**src/rtl/ntt_stage_scheduler_pkg.sv**
```systemverilog
// Shared defaults and FSM encoding for the NTT stage scheduler.
// NTT_SCHED_INVERSE_EN widens the twiddle address by one bit for the inverse-twiddle ROM half.
package ntt_stage_scheduler_pkg;

  localparam int NTT_N          = 256;
  localparam int NTT_LOGN       = 8;
  localparam int NTT_FIFO_DEPTH = 8;

`ifdef NTT_SCHED_INVERSE_EN
  localparam int TW_EXTRA = 1;
`else
  localparam int TW_EXTRA = 0;
`endif

  localparam int ST_W = 2;
  localparam logic [1:0] ST_IDLE  = 2'd0;
  localparam logic [1:0] ST_ISSUE = 2'd1;
  localparam logic [1:0] ST_DRAIN = 2'd2;
  localparam logic [1:0] ST_DONE  = 2'd3;

endpackage

```
**src/rtl/ntt_stage_scheduler_if.sv**
```systemverilog
// Bus between the NTT stage scheduler and its RAM/ROM/butterfly surroundings.
// NTT_SCHED_INVERSE_EN adds the inverse input and a one-bit-wider tw_addr.
interface ntt_stage_scheduler_if
  import ntt_stage_scheduler_pkg::*;
#(
  parameter int LOGN = NTT_LOGN
) ();

  localparam int TW_W = LOGN - 1 + TW_EXTRA;

  logic            start;
  logic            busy;
  logic            done;
  logic            rd_en;
  logic [LOGN-1:0] rd_addr_x;
  logic [LOGN-1:0] rd_addr_y;
  logic [TW_W-1:0] tw_addr;
  logic            bf_en;
  logic            bf_valid;
  logic            wr_en;
  logic [LOGN-1:0] wr_addr_x;
  logic [LOGN-1:0] wr_addr_y;
  logic            err;
  logic [ST_W-1:0] state;
`ifdef NTT_SCHED_INVERSE_EN
  logic            inverse;
`endif

  // Handshake: bf_en is rd_en one cycle later (RAM/ROM data aligned); the pipeline has no
  // ready, so every bf_valid retires the oldest outstanding pair and is written back that cycle.
  modport master (
    input  start,
    input  bf_valid,
`ifdef NTT_SCHED_INVERSE_EN
    input  inverse,
`endif
    output busy,
    output done,
    output rd_en,
    output rd_addr_x,
    output rd_addr_y,
    output tw_addr,
    output bf_en,
    output wr_en,
    output wr_addr_x,
    output wr_addr_y,
    output err,
    output state
  );

  modport slave (
    output start,
    output bf_valid,
`ifdef NTT_SCHED_INVERSE_EN
    output inverse,
`endif
    input  busy,
    input  done,
    input  rd_en,
    input  rd_addr_x,
    input  rd_addr_y,
    input  tw_addr,
    input  bf_en,
    input  wr_en,
    input  wr_addr_x,
    input  wr_addr_y,
    input  err,
    input  state
  );

endinterface

```
**src/rtl/ntt_stage_scheduler_addr_fifo.sv**
```systemverilog
// Address FIFO holding {x, y} pairs of butterflies in flight; combinational head.
// DEPTH must be a power of two >= 2; a full FIFO accepts a push in a cycle that also pops.
module ntt_addr_fifo #(
  parameter int WIDTH = 16,
  parameter int DEPTH = 8
) (
  input  logic                   clk,
  input  logic                   rst_n,
  input  logic                   push_i,
  input  logic [WIDTH-1:0]       din_i,
  input  logic                   pop_i,
  output logic [WIDTH-1:0]       head_o,
  output logic                   full_o,
  output logic                   empty_o,
  output logic [$clog2(DEPTH):0] count_o
);

  localparam int AW = $clog2(DEPTH);
  localparam logic [AW:0] FULL_CNT = (AW+1)'(DEPTH);

  logic [WIDTH-1:0] mem_q [DEPTH];
  logic [AW-1:0]    wr_ptr_q, wr_ptr_d;
  logic [AW-1:0]    rd_ptr_q, rd_ptr_d;
  logic [AW:0]      count_q, count_d;
  logic             do_push, do_pop;

  assign full_o  = (count_q == FULL_CNT);
  assign empty_o = (count_q == '0);
  assign do_pop  = pop_i && !empty_o;
  assign do_push = push_i && (!full_o || do_pop);
  assign head_o  = mem_q[rd_ptr_q];
  assign count_o = count_q;

  always_comb begin
    wr_ptr_d = wr_ptr_q + AW'(do_push);
    rd_ptr_d = rd_ptr_q + AW'(do_pop);
    count_d  = count_q + (AW+1)'(do_push) - (AW+1)'(do_pop);
  end

  // Storage carries no reset; only the pointers and count define what is valid.
  always_ff @(posedge clk) begin
    if (do_push) begin
      mem_q[wr_ptr_q] <= din_i;
    end
  end

  always_ff @(posedge clk or negedge rst_n) begin
    if (!rst_n) begin
      wr_ptr_q <= '0;
      rd_ptr_q <= '0;
      count_q  <= '0;
    end else begin
      wr_ptr_q <= wr_ptr_d;
      rd_ptr_q <= rd_ptr_d;
      count_q  <= count_d;
    end
  end

endmodule

```
**src/rtl/ntt_stage_scheduler.sv**
```systemverilog
// In-place radix-2 NTT sequencer: issues butterfly read/twiddle addresses stage by stage,
// tracks them in ntt_addr_fifo and writes back on bf_valid. Option: NTT_SCHED_INVERSE_EN.
module ntt_stage_scheduler
  import ntt_stage_scheduler_pkg::*;
#(
  parameter int N          = NTT_N,
  parameter int LOGN       = NTT_LOGN,
  parameter int FIFO_DEPTH = NTT_FIFO_DEPTH
) (
  input  logic                   clk,
  input  logic                   reset,
  ntt_stage_scheduler_if.master  bus
);

  localparam int JW = LOGN - 1;
  localparam int SW = $clog2(LOGN);
  localparam int CW = $clog2(FIFO_DEPTH) + 1;
  localparam logic [JW-1:0] J_LAST = JW'(N / 2 - 1);
  localparam logic [SW-1:0] S_LAST = SW'(LOGN - 1);

  logic [1:0]      state_q, state_d;
  logic [SW-1:0]   s_q, s_d;
  logic [JW-1:0]   j_q, j_d;
  logic            err_q, err_d;
  logic            bf_en_q;

  logic            issue;
  logic            pop;
  logic            fifo_full, fifo_empty;
  logic [CW-1:0]   fifo_count;
  logic [2*LOGN-1:0] fifo_head;

  logic [LOGN-1:0] half, k, grp, addr_x, addr_y;
  logic [SW-1:0]   tw_shift;
  logic [JW-1:0]   tw_lo;

  // Butterfly j of stage s pairs x and x+half; the half bit of x is always zero.
  always_comb begin
    half     = LOGN'(1) << s_q;
    k        = {1'b0, j_q} & (half - LOGN'(1));
    grp      = {1'b0, j_q} >> s_q;
    addr_x   = ((grp << s_q) << 1) | k;
    addr_y   = addr_x | half;
    tw_shift = S_LAST - s_q;
    tw_lo    = k[JW-1:0] << tw_shift;
  end

  always_comb begin
    state_d = state_q;
    s_d     = s_q;
    j_d     = j_q;
    err_d   = err_q;
    issue   = 1'b0;
    case (state_q)
      ST_IDLE: begin
        if (bus.start) begin
          state_d = ST_ISSUE;
          s_d     = '0;
          j_d     = '0;
          err_d   = 1'b0;
        end
      end
      ST_ISSUE: begin
        if (!fifo_full) begin
          issue = 1'b1;
          if (j_q == J_LAST) begin
            state_d = ST_DRAIN;
          end else begin
            j_d = j_q + JW'(1);
          end
        end
      end
      ST_DRAIN: begin
        // Waiting for the pipeline to empty keeps the next stage from reading stale data.
        if (fifo_count == '0) begin
          if (s_q < S_LAST) begin
            s_d     = s_q + SW'(1);
            j_d     = '0;
            state_d = ST_ISSUE;
          end else begin
            state_d = ST_DONE;
          end
        end
      end
      ST_DONE: begin
        state_d = ST_IDLE;
      end
      default: begin
        state_d = ST_IDLE;
      end
    endcase
    if (bus.bf_valid && fifo_empty) begin
      err_d = 1'b1;
    end
  end

  always_ff @(posedge clk or negedge reset) begin
    if (!reset) begin
      state_q <= ST_IDLE;
      s_q     <= '0;
      j_q     <= '0;
      err_q   <= 1'b0;
      bf_en_q <= 1'b0;
    end else begin
      state_q <= state_d;
      s_q     <= s_d;
      j_q     <= j_d;
      err_q   <= err_d;
      bf_en_q <= issue;
    end
  end

  assign pop = bus.bf_valid && !fifo_empty;

  ntt_addr_fifo #(
    .WIDTH (2 * LOGN),
    .DEPTH (FIFO_DEPTH)
  ) u_fifo (
    .clk     (clk),
    .rst_n   (reset),
    .push_i  (issue),
    .din_i   ({addr_x, addr_y}),
    .pop_i   (pop),
    .head_o  (fifo_head),
    .full_o  (fifo_full),
    .empty_o (fifo_empty),
    .count_o (fifo_count)
  );

  assign bus.busy      = (state_q != ST_IDLE);
  assign bus.done      = (state_q == ST_DONE);
  assign bus.rd_en     = issue;
  assign bus.rd_addr_x = issue ? addr_x : '0;
  assign bus.rd_addr_y = issue ? addr_y : '0;
  assign bus.bf_en     = bf_en_q;
  assign bus.wr_en     = pop;
  assign bus.wr_addr_x = fifo_empty ? '0 : fifo_head[2*LOGN-1:LOGN];
  assign bus.wr_addr_y = fifo_empty ? '0 : fifo_head[LOGN-1:0];
  assign bus.err       = err_q;
  assign bus.state     = state_q;

`ifdef NTT_SCHED_INVERSE_EN
  logic inv_q, inv_d;

  assign inv_d = (state_q == ST_IDLE && bus.start) ? bus.inverse : inv_q;

  always_ff @(posedge clk or negedge reset) begin
    if (!reset) begin
      inv_q <= 1'b0;
    end else begin
      inv_q <= inv_d;
    end
  end

  assign bus.tw_addr = issue ? {inv_q, tw_lo} : '0;
`else
  assign bus.tw_addr = issue ? tw_lo : '0;
`endif

endmodule

```
**src/flat_wrapper.sv**
```systemverilog
// flat-port wrapper written by rule: the top's interface ports become plain ports
module ntt_stage_scheduler_flat import ntt_stage_scheduler_pkg::*;
#(
  parameter int N          = NTT_N,
  parameter int LOGN       = NTT_LOGN,
  parameter int FIFO_DEPTH = NTT_FIFO_DEPTH
)
  (clk, reset, bus_start, bus_bf_valid, bus_busy, bus_done, bus_rd_en, bus_rd_addr_x, bus_rd_addr_y, bus_tw_addr, bus_bf_en, bus_wr_en, bus_wr_addr_x, bus_wr_addr_y, bus_err, bus_state);
  ntt_stage_scheduler_if #(.LOGN(LOGN)) bus_i ();
  input  logic clk;
  input  logic reset;
  input wire logic [$bits(bus_i.start)-1:0] bus_start;
  input wire logic [$bits(bus_i.bf_valid)-1:0] bus_bf_valid;
  output wire logic [$bits(bus_i.busy)-1:0] bus_busy;
  output wire logic [$bits(bus_i.done)-1:0] bus_done;
  output wire logic [$bits(bus_i.rd_en)-1:0] bus_rd_en;
  output wire logic [$bits(bus_i.rd_addr_x)-1:0] bus_rd_addr_x;
  output wire logic [$bits(bus_i.rd_addr_y)-1:0] bus_rd_addr_y;
  output wire logic [$bits(bus_i.tw_addr)-1:0] bus_tw_addr;
  output wire logic [$bits(bus_i.bf_en)-1:0] bus_bf_en;
  output wire logic [$bits(bus_i.wr_en)-1:0] bus_wr_en;
  output wire logic [$bits(bus_i.wr_addr_x)-1:0] bus_wr_addr_x;
  output wire logic [$bits(bus_i.wr_addr_y)-1:0] bus_wr_addr_y;
  output wire logic [$bits(bus_i.err)-1:0] bus_err;
  output wire logic [$bits(bus_i.state)-1:0] bus_state;
  assign bus_i.start = bus_start;
  assign bus_i.bf_valid = bus_bf_valid;
  assign bus_busy = bus_i.busy;
  assign bus_done = bus_i.done;
  assign bus_rd_en = bus_i.rd_en;
  assign bus_rd_addr_x = bus_i.rd_addr_x;
  assign bus_rd_addr_y = bus_i.rd_addr_y;
  assign bus_tw_addr = bus_i.tw_addr;
  assign bus_bf_en = bus_i.bf_en;
  assign bus_wr_en = bus_i.wr_en;
  assign bus_wr_addr_x = bus_i.wr_addr_x;
  assign bus_wr_addr_y = bus_i.wr_addr_y;
  assign bus_err = bus_i.err;
  assign bus_state = bus_i.state;
  ntt_stage_scheduler #(.N(N), .LOGN(LOGN), .FIFO_DEPTH(FIFO_DEPTH)) u_core (.clk(clk), .reset(reset), .bus(bus_i));
endmodule
```
**config.mk**
```make
export PLATFORM = sky130hd
export DESIGN_NAME = ntt_stage_scheduler_flat
export DESIGN_NICKNAME = d
export VERILOG_FILES = /design/src/rtl/ntt_stage_scheduler_pkg.sv /design/src/rtl/ntt_stage_scheduler_if.sv /design/src/rtl/ntt_stage_scheduler_addr_fifo.sv /design/src/rtl/ntt_stage_scheduler.sv /design/src/flat_wrapper.sv
export SDC_FILE = /design/constraint.sdc
export NUM_CORES = 1
export LEC_CHECK = 0
export BUFFER_PORTS_ARGS = -buffer_cell sky130_fd_sc_hd__buf_2
export CAP_MARGIN = 40
export CORE_UTILIZATION = 42
export DETAILED_ROUTE_END_ITERATION = 10
export GPL_TIMING_DRIVEN = 0
export SLEW_MARGIN = 20
export SYNTH_ARGS = -nofsm -noshare
export SYNTH_HDL_FRONTEND = slang
export SYNTH_HIERARCHICAL = 1
export SYNTH_SLANG_ARGS = --single-unit
```
**constraint.sdc**
```tcl
create_clock -name clk -period 11.5 [get_ports clk]
set_clock_uncertainty 0.15 [all_clocks]
set_input_delay 0.575 -clock clk [delete_from_list [all_inputs] [get_ports clk]]
set_output_delay 0.575 -clock clk [all_outputs]
set_load 0.03 [all_outputs]
```
-- Word-level counts from Yosys, hierarchy flattened
Memories as Yosys holds them, arrays and structs flattened.
Cells that the tools add are included.
- bits in registers: 24
- RAM bits: 128
- input bits: 4
- output and inout port bits: 47
- word-level logic and storage cells: 82
- memories kept: 1
- add/sub/neg operators: 8
- $lt $le $gt $ge: 1
- equal/unequal tests: 11
- shift operators: 4
- muxes and demuxes: 28
- bitwise logic cells: 3
- reductions and logical operators: 18
- memories (name ; words ; width ; read ports ; clocked after memory_dff ; wr ports ; RTL line ; text):
    u_core.u_fifo.mem_q ; 8 ; 16 ; 1 ; 0 ; 1 ; ntt_stage_scheduler_addr_fifo.sv:21 ; logic [WIDTH-1:0] mem_q [DEPTH];
- operators with widths (operator ; count):
    7-bit two-way mux ; 6
    8-bit two-way mux ; 4
    7-bit one-hot mux with 3 select lines ; 1
    8-bit bitwise OR ; 2
    2-bit two-way mux ; 5
    3-bit two-way mux ; 3
    7-bit by 8-bit bitwise AND with 8-bit output ; 1
    2-bit one-hot mux with 4 select lines ; 1
    4-bit AND reduction ; 2
    2-bit nonzero test ; 4
    1-bit by 3-bit left shift with 8-bit output, first input constant ; 1
    8-bit by 3-bit left shift with 7-bit output ; 1
    7-bit by 3-bit >> shifter with 8-bit output ; 1
    8-bit by 1-bit subtractor with 8-bit output, second input constant ; 1
    7-bit by 1-bit adder with 7-bit output, second input constant ; 1
    7-bit == test, second input constant ; 1
    1-bit two-way mux ; 7
    7-bit by 3-bit left shift with 7-bit output ; 1
    3-bit by 1-bit adder with 3-bit output ; 2
    2-bit by 1-bit != test with 1-bit output, second input constant ; 3
    2-bit != test, second input constant ; 3
    3-bit one-hot mux with 2 select lines ; 1
    6-bit AND reduction ; 1
    4-bit by 1-bit adder with 4-bit output ; 1
    14 further kinds ; 19

-- Longest topological paths before layout
Gate-level depths: netlist (run 1).
- depth after elaboration: 8
- gate-level depth with buffers: 13
- depth with buffers taken out: 12

-- Modules after synthesis
The synthesis (run 1) kept the hierarchy.
- modules (own cells, without submodules) (module ; instances ; cells each ; area an instance (um^2) ; sequential area each (um^2)):
    ntt_addr_fifo ; 1 ; 237 ; 5510.3 ; 4093.9
    ntt_stage_scheduler ; 1 ; 226 ; 1594.0 ; 350.3

-- Least setup slack after synthesis (run 1)
OpenSTA, ideal clock, no wires.
- path type: register -> register
- from: reg u_core.u_fifo.count_q[2], in the netlist u_core/u_fifo/count_o[2]
- to: mem u_core.u_fifo.mem_q[2][0] (enable)
- library setup time: 0.436 ns
- arrival time: 3.534 ns
- data required time: 10.914 ns
- slack: 7.379 ns
- cell stages (with the launch flop): 8
- buffers on the path: 0
- period minus slack after synthesis: 4.121 ns
- cell sequence: dfrtp_1 -> inv_1 -> ha_1 -> nor3b_1 -> nor2b_1 -> nor2b_1 -> o21ai_2 -> nor4b_1
- longest elaborated chain between the ends: 8
- elaborated cells between the ends (all ways): 12
- those cells by class: eq/ne (1); mux (4); reduce/logical (7)
- RTL lines (what ; RTL line ; text):
    start: declaration ; ntt_stage_scheduler_addr_fifo.sv:24 ; logic [AW:0] count_q, count_d;
    start signal: assignment ; ntt_stage_scheduler_addr_fifo.sv:55 ; count_q <= count_d;
    4-bit logical NOT ; ntt_stage_scheduler_addr_fifo.sv:28 ; assign empty_o = (count_q == '0);
    net u_core.fifo_empty ; ntt_stage_scheduler.sv:29 ; logic fifo_full, fifo_empty;
    1-bit logical NOT ; ntt_stage_scheduler.sv:113 ; assign pop = bus.bf_valid && !fifo_empty;
    1-bit logical AND ; ntt_stage_scheduler.sv:113 ;
    net bus_wr_en ; flat_wrapper.sv:21 ; output wire logic [$bits(bus_i.wr_en)-1:0] bus_wr_en;
    1-bit logical AND ; ntt_stage_scheduler_addr_fifo.sv:29 ; assign do_pop = pop_i && !empty_o;
    1-bit logical OR ; ntt_stage_scheduler_addr_fifo.sv:30 ; assign do_push = push_i && (!full_o || do_pop);
    1-bit logical AND ; ntt_stage_scheduler_addr_fifo.sv:30 ;
    1-bit two-way mux ; ntt_stage_scheduler_addr_fifo.sv:42 ; if (do_push) begin
    1-bit two-way mux (not written as such) ; ntt_stage_scheduler_addr_fifo.sv:43 ; mem_q[wr_ptr_q] <= din_i;
    end: declaration ; ntt_stage_scheduler_addr_fifo.sv:21 ;
The timed path passes the listed nets, and every way through them passes these cells.

-- Worst setup path in the final report (run 1)
- from: reg u_core.s_q[0]
- to: out bus_tw_addr[6]
- longest elaborated chain between the ends: 5
- elaborated cells between the ends (all ways): 6
- those cells by class: add/sub (2); shift (2); mux (1); bitwise (1)
- RTL lines (what ; RTL line ; text):
    start: declaration ; ntt_stage_scheduler.sv:22 ; logic [SW-1:0] s_q, s_d;
    start signal: assignment ; ntt_stage_scheduler.sv:100 ; s_q <= '0;
    start signal: assignment ; ntt_stage_scheduler.sv:106 ; s_q <= s_d;
    1-bit by 3-bit left shift with 8-bit output ; ntt_stage_scheduler.sv:39 ; half = LOGN'(1) << s_q;
    8-bit by 1-bit subtractor with 8-bit output ; ntt_stage_scheduler.sv:40 ; k = {1'b0, j_q} & (half - LOGN'(1));
    7-bit by 8-bit bitwise AND with 8-bit output ; ntt_stage_scheduler.sv:40 ;
    7-bit by 3-bit left shift with 7-bit output (*) ; ntt_stage_scheduler.sv:45 ; tw_lo = k[JW-1:0] << tw_shift;
    7-bit two-way mux (*) ; ntt_stage_scheduler.sv:157 ; assign bus.tw_addr = issue ? tw_lo : '0;
    end: declaration ; flat_wrapper.sv:19 ; output wire logic [$bits(bus_i.tw_addr)-1:0] bus_tw_addr;
Every way passes the cells marked *; elsewhere a longest branch is shown, timed or not.

==> qor.txt, run 1 <==
total grt overflow: 0
vias in the first global route: 4378
final instance area: 0.00840 sq mm
Final Cycle Share: 36.3%
met2 wire len: 8.20 mm
Die ar.: 0.0174 sq mm
startpoint types: register
routed wl met3: 789 um
Post-synth top flop: edfxtp_1
setup bufs post-CTS: 0
fraction of layout cells with a size suffix above 1: 25.6%
WP buf/inv: 2
CP endpoint kind: primary output
Synth Area in XOR/XNOR: 0.616%
Final GP Congestion: 0.903
DR vias/cell: 5.58
antenna violation net count after detailed routing: 0
Die X-Extent: 132 um
simple-gate portion of the synthesized area: 9.48%
met1 wire length: 7.37 mm
Reg-to-Reg End: u_core/u_fifo/mem_q[7][4]$_DFFE_PP_
Least-Margin Pin Slew: 0.775 ns
fraction of the mapped netlist area in compound gates: 5.97%
DRC violations left: 0
Setup Viol. Count Final: 0
Top Layer Used: met4
final hold violation count: 15
FMAX: 239 MHz
DR pass1 iterations: 5
post-DR wirelength/cell: 21.1 um
crit-path cells: clkinv_1 > ha_1 > nand2b_1 > ha_1 > nor2b_1 > mux2i_1 > and3_1 > a31oi_1 > o311ai_1 > buf_2
DRT Wirelength: 16.5 mm
top cells by area, synth: edfxtp_1, mux4_1, dfrtp_1, mux2_2, ha_1
Root Driver: clkbuf_16
Via Count: 4366
placed cell areas: 0.00779 sq mm
Cells after Synth: 463
Worst EP arrival: 3.46 ns
Final Non-Filler Cells: 782
Synth Net Count: 485
Synth cell types: 63
CP Depth: 10
most numerous cell in the Yosys netlist: edfxtp_1
ant diodes: 0
Hold Slack: -0.0127 ns
Yosys Warn Count: 6
Bufs on Longest Clock Path: 2
max-slew violation count: 0
fin nets: 571
TritonCTS Buffers: 17
Global Route Usage Sum: 20.0%
CTS tree: built
Clock Sinks: 152
RSZ-0062 raised after global routing: false
synth cell count leaders: edfxtp_1, nand2_1, mux4_1, nor2b_1, dfrtp_1
async set-reset flop share out of synthesis: 15.8%
worst relative slew slack: 48.3%
WS Path Type: register to primary output
top-area cell type share of the netlist area: 54.1%
first-pass GRT wire length: 25.8 mm
area leader, netlist: edfxtp_1
largest net degree at the start of global routing: 25
Reg-to-Reg Start: u_core/s_q[0]$_DFFE_PN0P_
Worst Path Max Fanout: 10
antenna violations before repair: 0
Post-synth EDFFs: 128
core area: 0.0165 sq mm
Mean Syn Cell Area: 15.3 sq um
setup_tns: 0 ns
max-cap violations: 0
row count: 47
DPL Wire Length: 11.8 mm
proportion of synthesized area in mux cells: 14.9%
main combinational cell family by area after synthesis: multiplexers
most used cell, CP: ha_1
reg2reg path depth: 8
Critical-path top delay cell: dfrtp_1
Required @ worst endpoint: 10.78 ns
Post-CTS Resized: 0
Cells after DPL: 750
Port Buf Inserts: 50
Area Growth Syn to Fin: 18.2%
minimum clock period: 4.18 ns
starting density of the core: 43.0%
clk_lat worst skew: 0.42 ns
chip height: 132 um
clk slew on worst S/H paths: 0.06 ns
status: finished with violations
failing checks: hold timing
Iter 0 DRT Violations: 265
synthesis-stage register bit count: 152
CTS H-tree depth: 4
Netlist Area Pre-Place: 0.00710 sq mm
crit-path leading delay family: simple AND/OR/NAND/NOR gates
Hold WC Path Type: primary input to asynchronous set/reset pin
Seq/Total Area, Yosys: 62.6%
CP peak stage delay: 0.47 ns
number of top-level pins: 51
fill count: 1419
fraction of the mapped netlist area in adder cells: 3.28%
hold_buf cts: 0
R2R Setup Slk: 8.07 ns
==> worst max-delay path by stage <==
stage	startpoint	end
floorplan	u_core/u_fifo/count_o[2]$_DFF_PN0_	u_core/u_fifo/mem_q[2][0]$_DFFE_PP_
global placement	u_core/u_fifo/count_o[2]$_DFF_PN0_	u_core/u_fifo/mem_q[2][3]$_DFFE_PP_
detailed placement	u_core/s_q[0]$_DFFE_PN0P_	bus_tw_addr[6]
CTS	u_core/s_q[0]$_DFFE_PN0P_	bus_tw_addr[6]
global route	u_core/s_q[0]$_DFFE_PN0P_	bus_tw_addr[6]
finish	u_core/s_q[0]$_DFFE_PN0P_	bus_tw_addr[6]
==> registers in the layout, summed over array words and instances, names as in the netlist <==
register,cells
u_core/s_q,3
u_core/u_fifo/rd_ptr_q,3
u_core/bus.err,1
u_core/u_fifo/count_o,4
u_core/j_q,7
u_core/bus.state,2
u_core/u_fifo/mem_q,128
u_core/u_fifo/wr_ptr_q,3
u_core/bus.bf_en,1
==> cell families after synthesis <==
logic type               count (synthesis)
flip-flops                             152
AND/OR/NAND/NOR                        122
AO/OA/AOI/OAI                           65
multiplexers                            53
buffers and inverters                   48
adder cells (fa/ha/maj)                 18
XOR/XNOR                                 5
==> cells in the final DEF (no fill, tap or decap), types with 4 or more instances in the layout <==
cell type / synthesis / final
and2_1: 6 / 6
buf_2: 6 / 67
mux2_2: 19 / 19
clkinv_1: 1 / 5
bufinv_16: 0 / 4
a21oi_1: 15 / 15
clkbuf_16: 0 / 17
mux4_2: 5 / 5
ha_1: 17 / 17
nor2_1: 17 / 16
dfrtp_1: 24 / 24
nand2b_1: 7 / 7
nand2_1: 33 / 33
clkbuf_1: 13 / 13
nand3_1: 6 / 6
o21ai_0: 17 / 17
nor2b_1: 27 / 27
mux4_1: 27 / 27
xor2_1: 4 / 4
inv_1: 19 / 19
edfxtp_1: 128 / 128
a31oi_1: 5 / 5
buf_6: 2 / 5
==> per-stage QoR <==
stage / util [%] / setup slack [ns]
2_1_floorplan: - / 7.38
3_3_place_gp: 46.2 / 5.56
3_5_place_dp: 47.1 / 7.83
4_1_cts: 50.8 / 7.35
5_1_grt: 50.8 / 7.12
6_report: 50.8 / 7.32
==> layout make-up <==
cell class | instances | area (sq um) | share of cell area [%]
inverter | 22 | 82.6 | 0.983
clock inverter | 15 | 183 | 2.17
timing repair buffer | 67 | 369 | 4.39
tap | 220 | 275 | 3.28
buffer | 26 | 148 | 1.76
clock buffer | 17 | 425 | 5.06
multi-input combinational | 263 | 2470 | 29.4
sequential | 152 | 4440 | 52.9
==> routing by layer <==
layer | vias to the layer above | track usage [%]
li1 | 1974 | -
met2 | 146 | 33.3
met5 | - | 0
met3 | 14 | 3.77
met1 | 2232 | 26.8
met4 | 0 | 5.62
Power of run 1 is not shown: default switching activity piles up to over one toggle a cycle in this logic, so the estimate is an artifact.
==> inputs of run 2 (changes only) <==
==> constraint.sdc (replaced) <==
create_clock -name clk -period 4.31 [get_ports clk]
set_clock_uncertainty 0.15 [all_clocks]
set_input_delay 0.2155 -clock clk [delete_from_list [all_inputs] [get_ports clk]]
set_output_delay 0.2155 -clock clk [all_outputs]
set_load 0.03 [all_outputs]
==> run 2 against run 1 <==
The flow now finishes without violations. Worst setup slack got worse by 6.9 ns. Register-to-register slack got worse by 7.2 ns. Global-route usage unchanged. Sequential share of layout area shrank 0.13 points. Non-clock buffer count grew 2. Count of clock-buffer cells in the layout did not move. Routed wire length down 0.18%. First-iteration DRC count grew 15%. Die area unchanged. Critical path depth stayed put. Worst hold slack better by 0.027 ns. Critical path type unchanged. Critical endpoint unchanged.
==> qor.txt, run 2 (synthesized netlist as in run 1, its figures left out) <==
first-pass GRT wire length: 25.8 mm (unchanged)
Die ar.: 0.0174 sq mm (unchanged)
Setup Viol. Count Final: 0 (unchanged)
Final Util: 51.0% (+0.12 points)
fin nets: 573 (+0.35%)
Largest Register: u_core/u_fifo/mem_q
final hold violation count: 0 (-15)
Iter 0 DRT Violations: 306 (+15%)
CP endpoint kind: primary output
post-DR wirelength/cell: 21.0 um (-0.43%)
Least-Margin Pin Slew: 0.787 ns (+0.0117 ns)
Post-CTS Resized: 0 (unchanged)
vias in the first global route: 4378 (unchanged)
starting density of the core: 43.0% (unchanged)
chip height: 132 um (unchanged)
Via Count: 4333 (-0.76%)
Hold Crit Depth: 3
most used cell, CP: ha_1
ant diodes: 0 (unchanged)
RSZ-0062 raised after global routing: false
Final GP Congestion: 0.903 (unchanged)
max-cap violations: 0 (unchanged)
Area Growth Syn to Fin: 18.5%
commonest non-fill, non-tap cells in the layout: edfxtp_1, buf_2, nand2_1, nor2b_1, mux4_1
DR pass1 iterations: 5 (unchanged)
clk_lat worst skew: 0.42 ns (about the same)
final instance area: 0.00842 sq mm (+0.24%)
CTS H-tree depth: 4 (unchanged)
Critical-path top delay cell: dfrtp_1
Final Cycle Share: 89.6%
number of top-level pins: 51 (unchanged)
worst relative slew slack: 47.5% (-0.78 points)
Worst EP arrival: 3.50 ns (+0.04 ns)
Port Buf Inserts: 50 (unchanged)
fraction of layout cells with a size suffix above 1: 25.5% (-0.091 points)
status: complete, no violations
Hold WC Path Type: primary input to register
Global Route Usage Sum: 20.0% (unchanged)
FMAX: 259 MHz
row count: 47 (unchanged)
WS Path Type: register to primary output
largest net degree at the start of global routing: 25 (unchanged)
total grt overflow: 0 (unchanged)
Die X-Extent: 132 um (unchanged)
Clock Sinks: 152 (unchanged)
startpoint types: register
crit-path cells: clkinv_1 > ha_1 > nand2b_1 > ha_1 > nor2b_1 > mux2i_1 > and3_1 > a31oi_1 > o311ai_1 > buf_2
Required @ worst endpoint: 3.94 ns (-6.84 ns)
antenna violation net count after detailed routing: 0 (unchanged)
setup_tns: 0 ns (unchanged)
CP peak stage delay: 0.48 ns (about the same)
Hold Slack: 0.0142 ns (+0.0269 ns)
DRT Wirelength: 16.5 mm (-0.18%)
placed cell areas: 0.00779 sq mm (unchanged)
minimum clock period: 3.86 ns
setup bufs post-CTS: 0 (unchanged)
clk slew on worst S/H paths: 0.06 ns (about the same)
Root Driver: clkbuf_16
DR vias/cell: 5.53 (-1.0%)
leading cell type in the layout, fill and taps excluded: edfxtp_1
DRC violations left: 0 (unchanged)
fill count: 1417 (-0.14%)
core area: 0.0165 sq mm (unchanged)
antenna violations before repair: 0 (unchanged)
DPL Wire Length: 11.8 mm (unchanged)
CTS tree: built
max-slew violation count: 0 (unchanged)
reg2reg path depth: 8 (unchanged)
TritonCTS Buffers: 17 (unchanged)
Worst Path Max Fanout: 10 (unchanged)
max FFs per register: 128 (unchanged)
Bufs on Longest Clock Path: 2 (unchanged)
[run 2: cell types whose count changed in the layout (fill, tap and decap cells not counted)]
cell	delta
dlygate4sd3_1	+2
[run 2: per-layer routing]
layer	vias to the layer above	global-route usage [%]	wire length (um)
met1	2195	26.8	7380
met3	14	3.77	761
met2	144	33.3	8200
met4	0	5.62	136
li1	1980	-	-
met5	-	0	0
[run 2: worst paths after layout]
path / slack (ns) / to / start
max: 0.45 / bus_tw_addr[6] / u_core/s_q[0]$_DFFE_PN0P_
min: 0.01 / u_core/bus.err$_DFFE_PN0P_ / bus_start
max reg2reg: 0.86 / u_core/u_fifo/mem_q[7][4]$_DFFE_PP_ / u_core/s_q[0]$_DFFE_PN0P_
min reg2reg: 0.36 / u_core/bus.err$_DFFE_PN0P_ / u_core/bus.err$_DFFE_PN0P_
max in group asynchronous: 3.45 / u_core/u_fifo/rd_ptr_q[2]$_DFF_PN0_ / reset
min in group asynchronous: 0.17 / u_core/bus.state[0]$_DFFE_PN0P_ / reset
[run 2: layout make-up]
type                    count  area, sq um  share of cell area, %
repair buffers             69          389                   4.62
well taps                 220          275                   3.27
clock buffers              17          425                   5.05
multi-input cells         263         2470                   29.4
clock inverters            15          183                   2.17
inverters                  22         82.6                  0.981
plain buffers              26          148                   1.75
flip-flops and latches    152         4440                   52.8
[run 2: what timing repair did]
action	in CTS	in global routing
endpoints found under the hold margin	25	0
setup endpoints to repair	0	0
hold buffers	2	0
[run 2: stage by stage]
stage	std cells	setup slack [ns]
after detailed placement	750	0.867
after CTS	784	0.520
after global placement	733	-1.63
after global routing	784	0.290
after floorplan	463	0.189
final	784	0.447
[run 2: critical path, delay by kind of cell, from the launching register on]
kind            cells  cell delay (ns)
simple gates        3             0.64
fa+ha+maj           2             0.61
buf+inv             2             0.58
flops               1             0.48
compound gates      2             0.38
mux                 1             0.37
Power of run 2 is left out for the same reason.
==> inputs of run 3 (changes only) <==
--- a/config.mk
+++ b/config.mk
@@ -10,6 +10,7 @@
 export CORE_UTILIZATION = 42
 export DETAILED_ROUTE_END_ITERATION = 10
 export GPL_TIMING_DRIVEN = 0
+export HOLD_SLACK_MARGIN = 0.12
 export SLEW_MARGIN = 20
 export SYNTH_ARGS = -nofsm -noshare
 export SYNTH_HDL_FRONTEND = slang
==> run 3 against run 2 <==
Fmax decreased by 0.22%. Routed wire length increased by 0.16%. Global-route usage about the same. Register-to-register slack got worse by 0.02 ns. Critical path type unchanged. Critical endpoint unchanged.
==> qor.txt, run 3 (synthesized netlist as in run 1, its figures left out) <==
DPL Wire Length: 11.8 mm (unchanged)
clk slew on worst S/H paths: 0.06 ns (about the same)
Die ar.: 0.0174 sq mm (unchanged)
fill count: 1416 (-0.071%)
setup bufs post-CTS: 0 (unchanged)
crit-path cells: clkinv_1 > ha_1 > nand2b_1 > ha_1 > nor2b_1 > mux2i_1 > and3_1 > a31oi_1 > o311ai_1 > buf_2
WS Path Type: register to primary output
RSZ-0062 raised after global routing: false
max-cap violations: 0 (unchanged)
fin nets: 574 (+0.17%)
total grt overflow: 0 (unchanged)
status: complete, no violations
startpoint types: register
Required @ worst endpoint: 3.94 ns (about the same)
Hold WC Path Type: primary input to asynchronous set/reset pin
Port Buf Inserts: 50 (unchanged)
hold_buf cts: 3 (+1)
most used cell, CP: ha_1
DRT Wirelength: 16.5 mm (+0.16%)
largest net degree at the start of global routing: 25 (unchanged)
Worst Path Max Fanout: 10 (unchanged)
max FFs per register: 128 (unchanged)
Die X-Extent: 132 um (unchanged)
DRC violations left: 0 (unchanged)
number of top-level pins: 51 (unchanged)
worst relative slew slack: 48.1% (+0.57 points)
Setup Viol. Count Final: 0 (unchanged)
clk_lat worst skew: 0.42 ns (about the same)
chip height: 132 um (unchanged)
Final GP Congestion: 0.903 (unchanged)
antenna violations before repair: 0 (unchanged)
minimum clock period: 3.87 ns (+0.00845 ns)
starting density of the core: 43.0% (unchanged)
Largest Register: u_core/u_fifo/mem_q
Sequential Area: 0.00444 sq mm (unchanged)
CP peak stage delay: 0.48 ns (about the same)
CP endpoint kind: primary output
max-slew violation count: 0 (unchanged)
Bufs on Longest Clock Path: 2 (unchanged)
vias in the first global route: 4381 (+0.069%)
commonest non-fill, non-tap cells in the layout: edfxtp_1, buf_2, nand2_1, nor2b_1, mux4_1
first-pass GRT wire length: 25.8 mm (about the same)
DR vias/cell: 5.54 (+0.24%)
Area Growth Syn to Fin: 18.7%
TritonCTS Buffers: 17 (unchanged)
area of the multi-input gates: 0.00247 sq mm (unchanged)
antenna violation net count after detailed routing: 0 (unchanged)
CTS tree: built
Clock Sinks: 152 (unchanged)
core area: 0.0165 sq mm (unchanged)
Cells after DPL: 750 (unchanged)
ant diodes: 0 (unchanged)
Via Count: 4349 (+0.37%)
FMAX: 258 MHz (-0.22%)
setup_tns: 0 ns (unchanged)
Worst EP arrival: 3.51 ns (about the same)
Worst Setup Slack, final: 0.439 ns (-0.00845 ns)
Iter 0 DRT Violations: 288 (-5.9%)
leading cell type in the layout, fill and taps excluded: edfxtp_1
CTS H-tree depth: 4 (unchanged)
Global Route Usage Sum: 20.0% (about the same)
Post-CTS Resized: 0 (unchanged)
Root Driver: clkbuf_16
Final Cycle Share: 89.8% (+0.20 points)
Least-Margin Pin Slew: 0.779 ns (-0.00849 ns)
Critical-path top delay cell: dfrtp_1
Final Non-Filler Cells: 785 (+0.13%)
DR pass1 iterations: 4 (-1)
post-DR wirelength/cell: 21.0 um (about the same)
row count: 47 (unchanged)
final hold violation count: 0 (unchanged)
fraction of layout cells with a size suffix above 1: 25.5% (-0.045 points)
reg2reg path depth: 8 (unchanged)
Post-Place Setup Slack: 0.867 ns (unchanged)
## run 3: final cells by class
cell class,instances,area share (%)
sequential,152,52.7
multi-input combinational,263,29.3
clock buffer,17,5.05
timing repair buffer,70,4.74
tap,220,3.27
clock inverter,15,2.17
buffer,26,1.75
inverter,22,0.980
## run 3: worst paths after layout
path	to	slack, ns	start
max	bus_tw_addr[6]	0.44	u_core/s_q[0]$_DFFE_PN0P_
min	u_core/bus.state[0]$_DFFE_PN0P_	0.17	reset
max reg2reg	u_core/u_fifo/mem_q[7][4]$_DFFE_PP_	0.84	u_core/s_q[0]$_DFFE_PN0P_
min reg2reg	u_core/u_fifo/rd_ptr_q[1]$_DFF_PN0_	0.36	u_core/u_fifo/rd_ptr_q[1]$_DFF_PN0_
max in group asynchronous	u_core/u_fifo/rd_ptr_q[2]$_DFF_PN0_	3.46	reset
min in group clk	u_core/bus.state[0]$_DFFE_PN0P_	0.20	bus_start
## run 3: through the flow
stage          area [sq um]  hold slack [ns]  utilization, %
6_report               8430            0.165            51.0
5_1_grt                8430            0.217            51.0
4_1_cts                8430            0.175            51.0
3_5_place_dp           7790           0.0971            47.1
3_3_place_gp           7630           0.0884            46.2
2_1_floorplan          7100           -0.230               -
## run 3: metal layers
layer,up-vias,track usage (%),part of all wire [%]
li1,1978,-,-
met1,2227,26.9,45
met2,132,33.2,50
met3,12,3.77,4.4
met4,0,5.62,0.85
met5,-,0,0
## run 3: worst max-delay path, delay by kind of cell, from the launching register on
family                   cells  cell delay [ns]
AND/OR/NAND/NOR              3             0.64
buffers and inverters        2             0.59
flip-flops                   1             0.48
AO/OA/AOI/OAI                2             0.38
adder cells (fa/ha/maj)      2             0.61
multiplexers                 1             0.38
Power of run 3 is left out for the same reason.
